===== src/rtl/mpmc10_wr_strip_gen.sv =====
// Write-side strip sequencer for mpmc10: streams num_strips+1 data beats into the MIG
// write-data channel and issues one write command per strip, never ahead of its data.
module mpmc10_wr_strip_gen #(
  parameter int unsigned DW     = 128,
  parameter int unsigned SSHIFT = 4
) (
  input  logic              clk,
  input  logic              rst,
  input  logic              start,
  input  logic [31:0]       addr_base,
  input  logic [5:0]        num_strips,
  input  logic [DW-1:0]     din,
  input  logic [DW/8-1:0]   din_mask,
  input  logic              din_valid,
  output logic              din_ready,
  output logic              app_en,
  output logic [2:0]        app_cmd,
  output logic [31:0]       app_addr,
  input  logic              app_rdy,
  output logic              app_wdf_wren,
  output logic [DW-1:0]     app_wdf_data,
  output logic [DW/8-1:0]   app_wdf_mask,
  output logic              app_wdf_end,
  input  logic              app_wdf_rdy,
  output logic              busy,
  output logic              done
);

  localparam int unsigned MW  = DW / 8;
  localparam int unsigned CW  = 7;
  localparam int unsigned AHW = 32 - SSHIFT;

  typedef enum logic [1:0] {IDLE, RUN, DONE} state_t;

  state_t        state, state_nxt;
  logic [CW-1:0] dat_cnt, cmd_cnt, dat_acc;
  logic [CW-1:0] dat_cnt_nxt, cmd_cnt_nxt, dat_acc_nxt;
  logic [5:0]    last;
  logic          start_acc, din_hs, wdf_hs, cmd_hs, app_en_nxt;

  assign app_cmd     = 3'b000;
  assign app_wdf_end = app_wdf_wren;
  assign din_hs      = din_valid && din_ready;
  assign wdf_hs      = app_wdf_wren && app_wdf_rdy;
  assign cmd_hs      = app_en && app_rdy;

  // Next-state, counter updates and the data-channel ready
  always_comb begin
    state_nxt   = state;
    start_acc   = 1'b0;
    din_ready   = 1'b0;
    dat_cnt_nxt = dat_cnt + CW'(din_hs);
    cmd_cnt_nxt = cmd_cnt + CW'(cmd_hs);
    dat_acc_nxt = dat_acc + CW'(wdf_hs);
    case (state)
      IDLE: begin
        if (start) begin
          start_acc = 1'b1;
          state_nxt = RUN;
        end
      end
      RUN: begin
        din_ready = (dat_cnt <= {1'b0, last}) && (!app_wdf_wren || app_wdf_rdy);
        if ((cmd_cnt_nxt > {1'b0, last}) && (dat_cnt_nxt > {1'b0, last}))
          state_nxt = DONE;
      end
      DONE: state_nxt = IDLE;
      default: state_nxt = IDLE;
    endcase
    if (start_acc) begin
      dat_cnt_nxt = '0;
      cmd_cnt_nxt = '0;
      dat_acc_nxt = '0;
    end
    // A command is only offered for strips whose data the MIG has already taken
    app_en_nxt = (state_nxt == RUN) && (cmd_cnt_nxt < dat_acc_nxt);
  end

  always_ff @(posedge clk) begin
    if (!rst) begin
      state        <= IDLE;
      dat_cnt      <= '0;
      cmd_cnt      <= '0;
      dat_acc      <= '0;
      last         <= '0;
      app_en       <= 1'b0;
      app_addr     <= 32'h1FFF_FFFF;
      app_wdf_wren <= 1'b0;
      app_wdf_data <= '0;
      app_wdf_mask <= '0;
      busy         <= 1'b0;
      done         <= 1'b0;
    end else begin
      state   <= state_nxt;
      dat_cnt <= dat_cnt_nxt;
      cmd_cnt <= cmd_cnt_nxt;
      dat_acc <= dat_acc_nxt;
      app_en  <= app_en_nxt;
      busy    <= (state_nxt == RUN);
      done    <= (state_nxt == DONE);
      if (start_acc) begin
        app_addr <= addr_base;
        last     <= num_strips;
      end else if (cmd_hs) begin
        app_addr <= {app_addr[31:SSHIFT] + AHW'(1), app_addr[SSHIFT-1:0]};
      end
      // One-entry output register: reload on intake, otherwise drop once accepted
      if (din_hs) begin
        app_wdf_data <= din;
        app_wdf_mask <= MW'(din_mask);
        app_wdf_wren <= 1'b1;
      end else if (wdf_hs) begin
        app_wdf_wren <= 1'b0;
      end
    end
  end

endmodule

===== config.mk =====
export PLATFORM = sky130hd
export DESIGN_NAME = mpmc10_wr_strip_gen
export DESIGN_NICKNAME = d
export VERILOG_FILES = /design/src/rtl/mpmc10_wr_strip_gen.sv
export SDC_FILE = /design/constraint.sdc
export NUM_CORES = 1
export LEC_CHECK = 0
export CAP_MARGIN = 15
export CELL_PAD_IN_SITES_DETAIL_PLACEMENT = 0
export CELL_PAD_IN_SITES_GLOBAL_PLACEMENT = 2
export CORE_MARGIN = 1
export CORE_UTILIZATION = 25
export CTS_CLUSTER_SIZE = 28
export DETAILED_ROUTE_END_ITERATION = 8
export HOLD_SLACK_MARGIN = 0.08
export PLACE_DENSITY_LB_ADDON = 0.1
export SETUP_SLACK_MARGIN = 0.02
export SYNTH_ARGS = -nofsm -noshare
export SYNTH_HDL_FRONTEND = slang
export SYNTH_SLANG_ARGS = --single-unit

===== constraint.sdc =====
create_clock -name clk -period 7.2 [get_ports clk]
set_input_delay 1.08 -clock clk [delete_from_list [all_inputs] [get_ports clk]]
set_output_delay 1.08 -clock clk [all_outputs]
set_load 0.01 [all_outputs]

After elaboration in Yosys (flattened, before gate mapping). Index checks and enable logic that the tools add are counted.

Logic and storage cells: 49. Output and inout bits: 185. Bits in registers: 209. Input bits: 188.

Magnitude comparators: 4. Reduce and logical (&&, ||, !) cells: 12. Add/subtract/negate cells: 4. Bitwise operators: 1. Muxes and demuxes: 12. Equal/unequal tests: 3.

Operator list (count): 32-bit two-way mux (2); 28-bit by 1-bit adder with 28-bit output, second input constant (1); 7-bit by 1-bit adder with 7-bit output (3); 7-bit by 6-bit > comparator with 1-bit output (2); 7-bit two-way mux (2); 7-bit by 6-bit <= comparator with 1-bit output (1); 7-bit less-than comparator (1); 1-bit logical AND (6); 1-bit two-way mux (5); 2-bit by 1-bit == test with 1-bit output, second input constant (2); 2-bit two-way mux (2); 2-bit case mux with 2 select lines (1); 2-bit nonzero test (2); 2-bit == test, second input constant (1); 2-bit zero test (1); 2-bit OR reduction (1); 1-bit zero test (1); 1-bit logical OR (1); 1-bit inverter (1).

Longest topological paths before layout.
Depth in word-level cells: 12. Gate-level depth with buffers: 20. Gate-level depth less buffers: 18.

Worst setup path after synthesis. No wires, ideal clock.

Path kind: input-to-reg. Start point: input app_wdf_rdy. End point: register app_en. Required time: 7.104 ns. Path buffers: 2. Slack: 3.067 ns. Arrival time: 4.037 ns. Cell stages on the path: 18. Setup time: 0.096 ns. Path through: nor2b_1 > or3b_1 > a21oi_2 > nand3_2 > buf_6 > buf_6 > inv_1 > ha_1 > ha_1 > nand3_1 > xnor2_1 > ha_1 > nand3_1 > a21oi_1 > a2111oi_0 > o21ai_0 > o211ai_1 > nor4b_1.

Cells in the longest elaborated chain, start to end: 11. Elaborated cells on any way between the ends: 15. Those cells by class: add/sub: 2; order compare: 2; eq/ne: 1; mux: 4; reduce/logical: 6.

Ends and longest elaborated chain: start, declared (RTL line 24) `input logic app_wdf_rdy,`; 1-bit logical OR (RTL line 63) `din_ready = (dat_cnt <= {1'b0, last}) && (!app_wdf_wren || app_wdf_rdy);`; 1-bit logical AND (RTL line 63); 1-bit two-way mux (RTL line 55) `case (state)`; 1-bit logical AND (RTL line 43) `assign din_hs = din_valid && din_ready;`; net din_hs (RTL line 39) `logic start_acc, din_hs, wdf_hs, cmd_hs, app_en_nxt;`; 7-bit by 1-bit adder with 7-bit output (RTL line 52) `dat_cnt_nxt = dat_cnt + CW'(din_hs);`; 7-bit by 6-bit > comparator with 1-bit output (RTL line 64) `if ((cmd_cnt_nxt > {1'b0, last}) && (dat_cnt_nxt > {1'b0, last}))`; 1-bit logical AND (RTL line 64); 2-bit two-way mux (RTL line 64); 2-bit case mux with 2 select lines (RTL line 55); 2-bit by 1-bit == test with 1-bit output (RTL line 76) `app_en_nxt = (state_nxt == RUN) && (cmd_cnt_nxt < dat_acc_nxt);`; 1-bit logical AND (RTL line 76); end signal, assigned (RTL line 98) `app_en <= app_en_nxt;`; end, declared (RTL line 16) `output logic app_en,`.

The timed path passes the listed nets, and every way through them passes these cells. A chain may end at the register's enable or synchronous reset.

Final worst setup path. Ends and elaborated chain as after synthesis.

==> run metrics <==
combinational share of power=28.7%; PwrDens=280.9 mW/mm^2; Max-Cap Viols=0; Main synth FF type=dfxtp_1; nets=1614; RSZ-0062 raised after global routing=false; Critical Path RT=7.62 ns; fin crit period=4.239 ns; worst slew pin tran=1.045 ns; clock sinks=209; hold-fix buffers at CTS=0; post-DR wirelength/cell=15.79 um; WL met2=13610 um; placed insts=1821; Clock Pin Slew Worst Setup and Hold Paths=0.05 ns; Layout Skew=0.01164 ns; Worst Hold Class=reg2reg; Worst setup SP type=input port; Setup Fix Bufs, Post-CTS=0; Mapped Area=0.008837 mm^2; vias in the first global route=7726; Yosys warnings=0; Slew Limit Fails=0; post-synth top area cell=dfxtp_1; CTS tree=yes; Site Rows=68; clk buf depth=3; clock latency at the later pin of the worst-skew pair=0.53 ns; FF+latch count, synth=209; Sw Share=31.21%; run status=complete, no violations; worst hold slack=0.4516 ns; GP Congestion=0.7806; Slew HR=30.31%; final setup fails=0; H-tree levels=1; first-pass GRT wire length=44760 um; Detailed Routing Iterations Pass 1=4; Vias=8161; core area=0.03463 mm^2; Final ANT Viol Nets=0; Initial Util=25.52%; Port Buffer Count=369; CP endpoint kind=register; synth top area cells=dfxtp_1 47%, nand3_1 8.8%, nand2_1 7.9%; crit share post-route=58.88%; sequential power share=37.8%; Layout area overhead=53.32%; gr ovfl total=0; CTS Buf Count=27; met3 wire len=2395 um; clock share of power=33.5%; CP Class=in2reg; Synth async-reset ratio=0%; Root Driver=clkbuf_16; wire length on met1=12880 um; DRC errors left=0; Avg Cell Area, Syn=8.228 um^2; hpwl dp=21020 um; total track usage=15.65%; max layer used=met4; critical path peak fanout=3; sw power=1.188 mW; cells after synthesis=1074; chip width=190.0 um; largest net degree at the start of global routing=147; Fill cells=3648; Vias/cell=4.369; CP arrival=4.66 ns; Fmax=0.2359 GHz; post-cts repair resize count=0; Int Power=2.619 mW; die height=190.0 um; fin cells=1868; DR iter-0 viols=390; die area=0.03611 mm^2; Synth top area share=47.35%; EDFF count, synth=0; register area share after synthesis=47.35%; IO Count=373; worst ir drop on vdd=166.8 uV; final setup TNS=0 ns; final hold vios=0; Distinct cells, synth=44; static leakage=5.141 nW; final WL=29510 um; share of cells above drive strength 1=4.958%; antenna violations before repair=1
per-stage QoR:
step	cell area (um^2)	setup slack [ns]	util [%]	power, mW
3_3_place_gp	12720	2.526	36.74	2.574
5_1_grt	13550	2.534	39.13	4.044
2_1_floorplan	8845	3.067	-	2.031
4_1_cts	13550	3.009	39.12	3.888
3_5_place_dp	12720	2.477	36.74	2.579
6_report	13550	2.961	39.13	3.807
path summary, 6_finish.rpt:
kind	slack [ns]	cells after the start	startpoint	to
worst max register to register	3.03	18	last[3]	app_en
worst min-delay path	0.45	2	app_wdf_mask[8]	app_wdf_mask[8]
worst max-delay path	2.96	17	app_wdf_rdy	app_en
worst min register to register	0.45	2	app_wdf_mask[8]	app_wdf_mask[8]
cell families after synthesis:
logic type	share of synthesized area, %
adder cells (fa/ha/maj)	4.389
other	0.04243
AND/OR/NAND/NOR	26.07
AO/OA/AOI/OAI	12.22
XOR/XNOR	3.964
buffers and inverters	5.861
multiplexers	0.1133
flip-flops	47.35
cell usage after synthesis (2+ instances only):
library cell / instances
dfxtp_1: 209
nand2_1: 185
nand3_1: 155
o21ai_1: 110
nor2_1: 65
o21ai_0: 61
clkbuf_1: 48
ha_1: 31
xor2_1: 30
nand3_2: 21
a21oi_1: 20
inv_1: 17
and3_1: 15
buf_6: 14
buf_1: 11
xnor2_1: 10
buf_2: 9
nand4_1: 8
and2_1: 6
nor4_1: 6
a21o_1: 4
and4_1: 4
buf_4: 4
nor2b_1: 4
nor3_1: 4
o211ai_1: 3
o21a_1: 2
or2_2: 2
critical path: stages:
cell	delay [ns]
clkdlybuf4s50_1	0.47
nor2b_1	0.06
or3b_1	0.37
a21oi_2	0.19
nand3_4	0.09
inv_1	0.13
ha_1	0.20
ha_1	0.19
nand3_1	0.13
xnor2_1	0.22
ha_1	0.28
nand3_1	0.11
a21oi_1	0.05
a2111oi_0	0.37
o21ai_0	0.22
o211ai_1	0.25
nor4b_1	0.24
cells in the final DEF, fill, tap and decap left out, types with 5 or more instances in the layout:
cell / n
clkbuf_1: 11
a21oi_1: 20
nor2_1: 65
o21ai_0: 61
nand4_1: 8
inv_1: 17
nor4_1: 6
buf_4: 7
xnor2_1: 10
ha_1: 31
nand2_1: 184
xor2_1: 30
and2_1: 6
nand3_1: 155
dfxtp_1: 209
clkbuf_16: 27
o21ai_1: 110
clkbuf_8: 5
nand3_2: 20
and3_1: 15
clkdlybuf4s50_1: 368
layout make-up:
cell class,instances,area (um^2),area share (%)
sequential,209,4184,30.88
inverter,17,63.81,0.4710
clock buffer,43,785.8,5.799
tap,455,569.3,4.202
multi-input combinational,764,4153,30.65
clock inverter,3,40.04,0.2955
timing repair buffer,376,3751,27.69
antenna,1,2.502,0.01847
registers in the layout, indices dropped and copies added (netlist names):
name / flops
app_en: 1
busy: 1
app_wdf_data: 128
app_addr: 32
app_wdf_mask: 16
done: 1
app_wdf_end: 1
last: 6
cmd_cnt: 7
state: 2
dat_cnt: 7
dat_acc: 7
power groups by stage:
| stage | combinational, mW | clock, mW | sequential (mW) |
|---|---|---|---|
| final | 1.09 | 1.27 | 1.44 |
| after global routing | 1.21 | 1.37 | 1.46 |
| after CTS | 1.12 | 1.33 | 1.44 |
| after detailed placement | 1.12 | 0 | 1.46 |
| after global placement | 1.12 | 0 | 1.46 |
| after floorplan | 0.505 | 0 | 1.53 |
routing by layer:
layer	global-route usage (%)	vias to the layer above
met4	3.753	0
met1	19.68	3604
met3	4.446	37
li1	-	4290
met5	0	-
met2	26.19	230
No activity file was read; power rests on OpenSTA's default activity.
